**src/rtl/cu_pkg.sv**
```systemverilog
// Shared types and constants for the control-unit decode sequencer.
package cu_pkg;

  localparam int REG_IDX_W   = 5;
  localparam int STALL_CNT_W = 16;
  localparam int INSTR_W     = 32;
  localparam int TMO_CNT_W   = 8;
  localparam int NUM_REGS    = 1 << REG_IDX_W;

  typedef enum logic [2:0] {
    IDLE,
    DECODE,
    WAIT_IDU,
    HAZARD,
    ISSUE,
    ERROR
  } cu_dseq_state_t;

  // Increment that sticks at all-ones instead of wrapping.
  function automatic logic [STALL_CNT_W-1:0] sat_inc(input logic [STALL_CNT_W-1:0] v);
    return (&v) ? v : v + STALL_CNT_W'(1);
  endfunction

endpackage

```
**src/rtl/cu_scoreboard.sv**
```systemverilog
// Pending-load scoreboard: one bit per architectural register, x0 never pending.
module cu_scoreboard
  import cu_pkg::*;
(
  input  logic                 clk,
  input  logic                 rst_n,
  input  logic                 set_en,
  input  logic [REG_IDX_W-1:0] set_idx,
  input  logic                 clr_en,
  input  logic [REG_IDX_W-1:0] clr_idx,
  input  logic [REG_IDX_W-1:0] rd_idx_a,
  input  logic [REG_IDX_W-1:0] rd_idx_b,
  output logic                 rd_a,
  output logic                 rd_b
);

  logic [NUM_REGS-1:0] pending_reg;
  logic [NUM_REGS-1:0] pending_next;
  logic [NUM_REGS-1:0] set_dec;
  logic [NUM_REGS-1:0] clr_dec;

  for (genvar gi = 0; gi < NUM_REGS; gi++) begin : g_dec
    assign set_dec[gi] = set_en && (set_idx == REG_IDX_W'(gi));
    assign clr_dec[gi] = clr_en && (clr_idx == REG_IDX_W'(gi));
  end

  // Clear first, then set, so a same-index set wins; bit 0 is forced low.
  assign pending_next = ((pending_reg & ~clr_dec) | set_dec) & ~NUM_REGS'(1);

  always_ff @(posedge clk or negedge rst_n) begin
    if (!rst_n) begin
      pending_reg <= '0;
    end else begin
      pending_reg <= pending_next;
    end
  end

  assign rd_a = pending_reg[rd_idx_a];
  assign rd_b = pending_reg[rd_idx_b];

endmodule

```
**src/rtl/cu_decode_seq.sv**
```systemverilog
// Fetch -> IDU -> execute sequencer with decode timeout and load-use hazard hold.
module cu_decode_seq
  import cu_pkg::*;
#(
  parameter int TIMEOUT_CYCLES = 15
) (
  input  logic                   soc_clk,
  input  logic                   CU_reset_n,
  input  logic                   fetch_valid,
  input  logic [INSTR_W-1:0]     fetch_instr,
  output logic                   fetch_ready,
  output logic                   decode_start,
  output logic [INSTR_W-1:0]     IDU_instr,
  output logic                   IDU_stall,
  input  logic                   IDU_ready,
  input  logic                   IDU_invalid,
  input  logic                   IDU_is_load,
  input  logic [REG_IDX_W-1:0]   IDU_rd,
  input  logic [REG_IDX_W-1:0]   IDU_rs1,
  input  logic [REG_IDX_W-1:0]   IDU_rs2,
  output logic                   ex_valid,
  input  logic                   ex_ready,
  input  logic                   wb_valid,
  input  logic [REG_IDX_W-1:0]   wb_rd,
  input  logic                   flush,
  input  logic                   err_clear,
  output logic                   timeout_err,
  output logic                   invalid_err,
  output logic [STALL_CNT_W-1:0] stall_cnt
);

  cu_dseq_state_t state_reg;
  cu_dseq_state_t state_next;

  logic [INSTR_W-1:0]     instr_reg;
  logic [REG_IDX_W-1:0]   rd_reg;
  logic [REG_IDX_W-1:0]   rs1_reg;
  logic [REG_IDX_W-1:0]   rs2_reg;
  logic                   is_load_reg;
  logic [TMO_CNT_W-1:0]   tmo_cnt_reg;
  logic [TMO_CNT_W-1:0]   tmo_cnt_inc;
  logic [STALL_CNT_W-1:0] stall_cnt_reg;
  logic                   timeout_err_reg;
  logic                   invalid_err_reg;

  logic accept;
  logic capture;
  logic set_tmo;
  logic set_inv;
  logic issue_fire;
  logic stall_inc;
  logic hazard;
  logic pend_rs1;
  logic pend_rs2;
  logic tmo_hit;
  logic sb_set;

  assign tmo_cnt_inc = tmo_cnt_reg + TMO_CNT_W'(1);
  assign tmo_hit     = (tmo_cnt_inc == TMO_CNT_W'(TIMEOUT_CYCLES));
  assign hazard      = pend_rs1 | pend_rs2;
  assign sb_set      = issue_fire && is_load_reg && (rd_reg != '0);

  cu_scoreboard u_scoreboard (
    .clk      (soc_clk),
    .rst_n    (CU_reset_n),
    .set_en   (sb_set),
    .set_idx  (rd_reg),
    .clr_en   (wb_valid),
    .clr_idx  (wb_rd),
    .rd_idx_a (rs1_reg),
    .rd_idx_b (rs2_reg),
    .rd_a     (pend_rs1),
    .rd_b     (pend_rs2)
  );

  always_ff @(posedge soc_clk or negedge CU_reset_n) begin
    if (!CU_reset_n) begin
      state_reg <= IDLE;
    end else begin
      state_reg <= state_next;
    end
  end

  always_comb begin
    state_next   = state_reg;
    fetch_ready  = 1'b0;
    decode_start = 1'b0;
    ex_valid     = 1'b0;
    IDU_stall    = 1'b0;
    accept       = 1'b0;
    capture      = 1'b0;
    set_tmo      = 1'b0;
    set_inv      = 1'b0;
    issue_fire   = 1'b0;
    stall_inc    = 1'b0;
    case (state_reg)
      IDLE: begin
        // A flush in IDLE must not let a stale fetch slip in.
        fetch_ready = !flush;
        if (fetch_valid && !flush) begin
          accept     = 1'b1;
          state_next = DECODE;
        end
      end
      DECODE: begin
        decode_start = 1'b1;
        state_next   = flush ? IDLE : WAIT_IDU;
      end
      WAIT_IDU: begin
        if (flush) begin
          state_next = IDLE;
        end else if (IDU_ready && IDU_invalid) begin
          set_inv    = 1'b1;
          state_next = ERROR;
        end else if (IDU_ready) begin
          capture    = 1'b1;
          state_next = HAZARD;
        end else if (tmo_hit) begin
          set_tmo    = 1'b1;
          state_next = ERROR;
        end
      end
      HAZARD: begin
        IDU_stall = hazard;
        stall_inc = hazard;
        if (flush) begin
          state_next = IDLE;
        end else if (!hazard) begin
          state_next = ISSUE;
        end
      end
      ISSUE: begin
        ex_valid = !flush;
        if (flush) begin
          state_next = IDLE;
        end else if (ex_ready) begin
          issue_fire = 1'b1;
          state_next = IDLE;
        end
      end
      ERROR: begin
        if (err_clear) begin
          state_next = IDLE;
        end
      end
      default: state_next = IDLE;
    endcase
  end

  always_ff @(posedge soc_clk or negedge CU_reset_n) begin
    if (!CU_reset_n) begin
      instr_reg       <= '0;
      rd_reg          <= '0;
      rs1_reg         <= '0;
      rs2_reg         <= '0;
      is_load_reg     <= 1'b0;
      tmo_cnt_reg     <= '0;
      stall_cnt_reg   <= '0;
      timeout_err_reg <= 1'b0;
      invalid_err_reg <= 1'b0;
    end else begin
      if (accept) begin
        instr_reg <= fetch_instr;
      end
      if (state_reg == DECODE) begin
        tmo_cnt_reg <= '0;
      end else if (state_reg == WAIT_IDU) begin
        tmo_cnt_reg <= tmo_cnt_inc;
      end
      if (capture) begin
        rd_reg      <= IDU_rd;
        rs1_reg     <= IDU_rs1;
        rs2_reg     <= IDU_rs2;
        is_load_reg <= IDU_is_load;
      end
      if (stall_inc) begin
        stall_cnt_reg <= sat_inc(stall_cnt_reg);
      end
      if ((state_reg == ERROR) && err_clear) begin
        timeout_err_reg <= 1'b0;
        invalid_err_reg <= 1'b0;
      end else begin
        if (set_tmo) timeout_err_reg <= 1'b1;
        if (set_inv) invalid_err_reg <= 1'b1;
      end
    end
  end

  assign IDU_instr   = instr_reg;
  assign timeout_err = timeout_err_reg;
  assign invalid_err = invalid_err_reg;
  assign stall_cnt   = stall_cnt_reg;

endmodule

```
**config.mk**
```make
export PLATFORM = sky130hd
export DESIGN_NAME = cu_decode_seq
export DESIGN_NICKNAME = d
export VERILOG_FILES = /design/src/rtl/cu_pkg.sv /design/src/rtl/cu_scoreboard.sv /design/src/rtl/cu_decode_seq.sv
export SDC_FILE = /design/constraint.sdc
export NUM_CORES = 1
export LEC_CHECK = 0
export BUFFER_PORTS_ARGS = -buffer_cell sky130_fd_sc_hd__buf_2
export CAP_MARGIN = 10
export CORE_ASPECT_RATIO = 0.75
export CORE_UTILIZATION = 45
export CTS_BUF_LIST = sky130_fd_sc_hd__clkbuf_4 sky130_fd_sc_hd__clkbuf_8
export CTS_CLUSTER_DIAMETER = 200
export CTS_CLUSTER_SIZE = 16
export DETAILED_ROUTE_END_ITERATION = 7
export GPL_ROUTABILITY_DRIVEN = 1
export GPL_TIMING_DRIVEN = 0
export HOLD_SLACK_MARGIN = 0.15
export PLACE_DENSITY = 0.68
export REMOVE_ABC_BUFFERS = 1
export SLEW_MARGIN = 20
export SYNTH_ARGS = -nofsm -noshare
export SYNTH_HDL_FRONTEND = slang
export SYNTH_SLANG_ARGS = --single-unit
```
**constraint.sdc**
```tcl
create_clock -name soc_clk -period 2.5 [get_ports soc_clk]
set_input_delay 0.5 -clock soc_clk [delete_from_list [all_inputs] [get_ports soc_clk]]
set_output_delay 0.5 -clock soc_clk [all_outputs]
set_load 0.005 [all_outputs]
```
==> results of run 1 <==
what timing repair did:
item,CTS,global route
gates resized for setup,11,7
endpoints found under the hold margin,37,0
setup buffers,11,2
hold buffers,1,0
pin swaps,2,3
endpoints found under the setup margin,25,8
per-stage QoR:
| stage | hold WS, ns | std cells |
|---|---|---|
| floorplan | 0.2044 | 448 |
| global placement | 0.4840 | 703 |
| detailed placement | 0.4313 | 707 |
| CTS | 0.3197 | 735 |
| global route | 0.3015 | 736 |
| finish | 0.3434 | 736 |
per-layer routing:
metal  wire [um]  global-route usage  part of all wire  vias to the layer above
li1            -                   -                 -                     1963
met1        5861              0.3059              0.46                     2051
met2        5543              0.3310              0.44                      185
met3        1168             0.07351             0.092                        9
met4         104             0.05723            0.0082                        0
met5           0                   0                 0                        -
cells in the final DEF (no fill, tap or decap), drive strengths merged, types with 8 or more instances in the layout:
cell type | netlist | final
inv | 9 | 14
dfrtp | 108 | 108
clkbuf | 7 | 10
nor2b | 8 | 8
buf | 12 | 131
mux2i | 18 | 18
o21ai | 83 | 83
mux4 | 8 | 8
mux2 | 48 | 48
nand3 | 13 | 13
o2111ai | 8 | 8
nor2 | 25 | 25
xnor2 | 15 | 15
nand2 | 23 | 23
and3 | 8 | 8
critical path, delay by kind of cell (launching register included):
family	cells	cell delay [ns]
AO/OA/AOI/OAI	1	0.09
buffers and inverters	2	0.17
flip-flops	1	0.60
multiplexers	1	0.29
AND/OR/NAND/NOR	3	0.72
cells by family after synthesis:
logic type / synth area share
compound gates: 0.1394
xor+xnor: 0.02674
fa+ha+maj: 0.007164
buf+inv: 0.02483
flops: 0.5158
mux: 0.1726
simple gates: 0.1134
layout make-up:
class | instances | area (um^2) | share of cell area
multi-input cells | 331 | 2464 | 0.3899
flip-flops and latches | 108 | 2711 | 0.4291
clock inverters | 6 | 65.06 | 0.01030
clock buffers | 10 | 131.4 | 0.02079
repair buffers | 132 | 738.2 | 0.1168
inverters | 9 | 33.78 | 0.005347
well taps | 140 | 175.2 | 0.02772
power by group:
part / leakage (nW) / internal, mW / switching [mW] / total (mW)
Clock: 0.102 / 0.408 / 0.649 / 1.06
Combinational: 1.36 / 1.02 / 0.958 / 1.98
Sequential: 1.40 / 2.20 / 0.454 / 2.65
worst min-delay path by stage:
stage	startpoint	end	slack, ns
global placement	IDU_instr[27]	IDU_instr[27]	0.48
detailed placement	CU_reset_n	invalid_err	0.43
finish	fetch_instr[27]	IDU_instr[27]	0.34
CTS	fetch_instr[27]	IDU_instr[27]	0.32
floorplan	CU_reset_n	IDU_instr[0]	0.20
global route	fetch_instr[24]	IDU_instr[24]	0.30
==> reports/results.txt, run 1 <==
FF-to-FF Start - rs1_reg[2]
Reg2Reg Depth - 7
CP Data Arrival Time - 2.23 ns
Synth Warn # - 0
final core occ - 0.5668
vias in the first global route - 3976
Post-Syn Instances - 467
largest net degree at the start of global routing - 72
most common cell in the netlist - dfrtp_1
DR vias - 4208
number of flops mapped to enable cells by yosys - 0
grt ovf - 0
Tmin final - 2.730 ns
Syn Area/Cell - 11.22 um^2
area leader, netlist - dfrtp_1
Synth top area share - 0.5158
Power Density - 900.1 mW/mm^2
num ports - 116
Worst Path Max Fanout - 14
routed wire length - 12680 um
antenna violations before repair - 0
violated checks - setup timing
Remaining DRCs - 0
final setup margin - -0.2304 ns
startpoint types - flip-flop
Design Area, Final - 0.006319 mm^2
RR Endpoint - stall_cnt[14]
core area - 0.01115 mm^2
crit path cell chain - mux4_2 -> nor2_1 -> or4b_1 -> nand4_4 -> o21ai_2 -> inv_2 -> buf_6
gr usage total - 0.2203
top cells by area, synth - dfrtp_1 (52%), mux2_2 (9.7%), o21ai_0 (7.6%)
outcome - finished, violations left
Achievable Freq - 366.2 MHz
RSZ-0062 raised after global routing - yes
Initial DRC Count - 243
Vias/cell - 5.717
ANT cells - 0
Mapped Area - 0.005240 mm^2
CTS tree - yes
Layout fillers - 961
Worst EP required - 2.00 ns
clk sinks - 108
first-pass GRT wire length - 20530 um
Max clock buf depth - 2
starting density of the core - 0.4700
Die Span X - 126.6 um
clock slew at reported path FFs - 0.11 ns
Hold Path Class - in2reg
Power Total - 5.687 mW
# H-tree levels - 3
DP Worst Slack - -0.5729 ns
Worst Setup EP - IDU_stall
Worst-Margin Slew - 0.7646 ns
synthesis-stage register bit count - 108
post-DP HPWL - 9103 um
IO Port Bufs - 115
worst skew pair latency - 0.38 ns
Core Rows - 33
final hold violation count - 0
Antenna Violating Nets Remaining - 0
CP Class - reg2out
crit share post-route - 1.092
max_slew headroom - 0.4863
Layout area overhead - 20.58%
Post-DP Area - 0.005952 mm^2
layout cells sized above 1 - 0.3708
gp weighted congestion - 0.8277
total die area - 0.01208 mm^2
prevailing post-synth register cell - dfrtp_1
max-cap viol count - 0
max FFs per register - 32
drt wl/cell - 17.22 um
Clock Root Buffer - clkbuf_8
Worst Setup SP - rs1_reg[2]
Die H - 95.45 um
slowest CP cell - dfrtp_4
cts bufs inserted - 9
max-slew violations - 0
R2R setup slack - 0.05 ns
Async S/R FF share, synth - 1.000
Setup TNS Final - -0.2304 ns
endpoints failing setup - 1
hold depth - 2
clk_skew - 0.01693 ns
slowest stage delay, CP - 0.60 ns
Pleak - 2.866 nW
Commonest cells post-synth - dfrtp_1 (108), o21ai_0 (80), mux2_2 (45)
Pre-Repair DR Iteration Count - 5
register area share after synthesis - 0.5158
Max IR drop VDD - 515.0 uV
NumNets Final - 656
Worst Setup End Kind - output pin
Yosys cell types - 52
No activity file was read; power rests on OpenSTA's default activity.
==> run 2: changes to the inputs <==
RECOVER_POWER = 100   (was default)
==> run 2 against run 1 <==
The flow still finishes with violations (setup timing). Final area fell by 1.2%. Total power shrank 0.87%. Non-clock buffer count is the same. Core utilization down 0.66 points.
==> reports/results.txt, run 2 (synthesis results as in run 1) <==
NumNets Final - 656 (unchanged)
Worst Path Max Fanout - 14 (unchanged)
Post-DP Area - 0.005952 mm^2 (unchanged)
max FFs per register - 32 (unchanged)
Worst Setup EP - IDU_stall (unchanged)
cts bufs inserted - 9 (unchanged)
CP Data Arrival Time - 2.23 ns (about the same)
IO Port Bufs - 115 (unchanged)
total die area - 0.01208 mm^2 (unchanged)
Worst EP required - 2.00 ns (about the same)
Antenna Violating Nets Remaining - 0 (unchanged)
max-cap viol count - 0 (unchanged)
Power Density - 902.8 mW/mm^2 (was 900.1 mW/mm^2)
largest net degree at the start of global routing - 72 (unchanged)
final core occ - 0.5602 (was 0.5668)
DP Worst Slack - -0.5729 ns (unchanged)
CP delay by family, top - simple AND/OR/NAND/NOR gates (unchanged)
Achievable Freq - 366.1 MHz (was 366.2 MHz)
Pre-Repair DR Iteration Count - 5 (unchanged)
max_slew headroom - 0.3741 (was 0.4863)
most common cell after layout, fill and taps aside - dfrtp_1 (was buf_2)
clk sinks - 108 (unchanged)
Hold Path Class - in2reg (unchanged)
Remaining DRCs - 0 (unchanged)
Pleak - 2.744 nW (was 2.866 nW)
core area - 0.01115 mm^2 (unchanged)
slowest stage delay, CP - 0.60 ns (about the same)
Layout fillers - 978 (was 961)
Core Rows - 33 (unchanged)
final setup margin - -0.2311 ns (was -0.2304 ns)
Max clock buf depth - 2 (unchanged)
hold depth - 3 (was 2)
Die H - 95.45 um (unchanged)
starting density of the core - 0.4700 (unchanged)
first-pass GRT wire length - 20530 um (unchanged)
clk_skew - 0.01717 ns (was 0.01693 ns)
# H-tree levels - 3 (unchanged)
num ports - 116 (unchanged)
crit path cell chain - mux4_2 -> nor2_1 -> or4b_1 -> nand4_4 -> o21ai_2 -> inv_2 -> buf_6 (unchanged)
Layout area overhead - 19.17% (was 20.58%)
layout cells sized above 1 - 0.3188 (was 0.3708)
CTS tree - yes (unchanged)
FF-to-FF Start - state_reg[2] (was rs1_reg[2])
Worst Setup End Kind - output pin (unchanged)
RSZ-0062 raised after global routing - yes (unchanged)
Multi-input gate area - 0.002455 mm^2 (was 0.002464 mm^2)
Die Span X - 126.6 um (unchanged)
Vias/cell - 5.658 (was 5.717)
final hold violation count - 0 (unchanged)
routed wire length - 12610 um (was 12680 um)
Tmin final - 2.731 ns (was 2.730 ns)
Worst Setup SP - rs1_reg[2] (unchanged)
cell count along the critical path - 7 (unchanged)
worst hold slack - 0.3438 ns (was 0.3434 ns)
clock slew at reported path FFs - 0.09 ns (was 0.11 ns)
Power Total - 5.638 mW (was 5.687 mW)
slowest CP cell - dfrtp_4 (unchanged)
vias in the first global route - 3976 (unchanged)
Worst-Margin Slew - 0.9389 ns (was 0.7646 ns)
RR Endpoint - rs1_reg[4] (was stall_cnt[14])
DR vias - 4164 (was 4208)
violated checks - setup timing (unchanged)
drt wl/cell - 17.13 um (was 17.22 um)
gr usage total - 0.2203 (unchanged)
Worst Hold Launch - IDU_rs2[3] (was fetch_instr[27])
register area - 0.002711 mm^2 (unchanged)
most frequent cells in the layout - dfrtp_1 (103), buf_2 (84), o21ai_0 (80) (was buf_2 (116), dfrtp_1 (103), o21ai_0 (80))
grt ovf - 0 (unchanged)
crit share post-route - 1.092 (about the same)
outcome - finished, violations left (unchanged)
post-DP HPWL - 9103 um (unchanged)
Max IR drop VDD - 503.5 uV (was 515.0 uV)
gp weighted congestion - 0.8277 (unchanged)
ANT cells - 0 (unchanged)
startpoint types - flip-flop (unchanged)
CP Class - reg2out (unchanged)
Initial DRC Count - 275 (was 243)
endpoints failing setup - 6 (was 1)
Design Area, Final - 0.006245 mm^2 (was 0.006319 mm^2)
Reg2Reg Depth - 6 (was 7)
worst skew pair latency - 0.38 ns (about the same)
R2R setup slack - -0.10 ns (was 0.05 ns)
Buf/Inv on CP - 2 (unchanged)
max-slew violations - 0 (unchanged)
Clock Root Buffer - clkbuf_8 (unchanged)
antenna violations before repair - 0 (unchanged)
[run 2: cell count changes in the layout (fill, tap and decap cells not counted), sizes merged]
cell	before	now
buf	131	100
clkbuf	10	41
[run 2: cell type report]
cell class | instances | area share
clock inverter | 6 | 0.01042
timing repair buffer | 132 | 0.1078
clock buffer | 10 | 0.02104
inverter | 9 | 0.005410
sequential | 108 | 0.4342
tap | 140 | 0.02805
multi-input combinational | 331 | 0.3931
[run 2: what timing repair did]
item,4_1_cts,5_1_grt
endpoints found under the hold margin,37,0
hold buffers,1,0
setup endpoints to repair,25,8
buffers inserted,11,2
resized for setup,11,7
pin swaps,2,3
[run 2: worst min-delay path by stage]
stage / end / slack [ns]
global placement: IDU_instr[27] / 0.48
floorplan: IDU_instr[0] / 0.20
global route: IDU_instr[24] / 0.30
detailed placement: invalid_err / 0.43
finish: rs2_reg[3] / 0.34
CTS: IDU_instr[27] / 0.32
[run 2: where the power goes]
part	switching (mW)	leakage [nW]	internal [mW]	total, mW
clock network	0.650	0.102	0.408	1.06
registers	0.456	1.40	2.20	2.66
logic	0.955	1.24	0.968	1.92
[run 2: tightest hold or removal path, delay by kind of cell]
kind | cells | cell delay, ns
AO/OA/AOI/OAI | 1 | 0.06
buffers and inverters | 1 | 0.07
AND/OR/NAND/NOR | 1 | 0.04
[run 2: through the flow]
stage	TNS, ns	std cells
floorplan	-14.60	448
global placement	-68.66	703
detailed placement	-3.930	707
CTS	-0.2579	735
global route	-5.406	736
finish	-0.7026	736
[run 2: routing by layer]
layer	share of wire	track usage
met2	0.44	0.3310
met1	0.46	0.3059
met4	0.0082	0.05723
met5	0	0
met3	0.090	0.07351
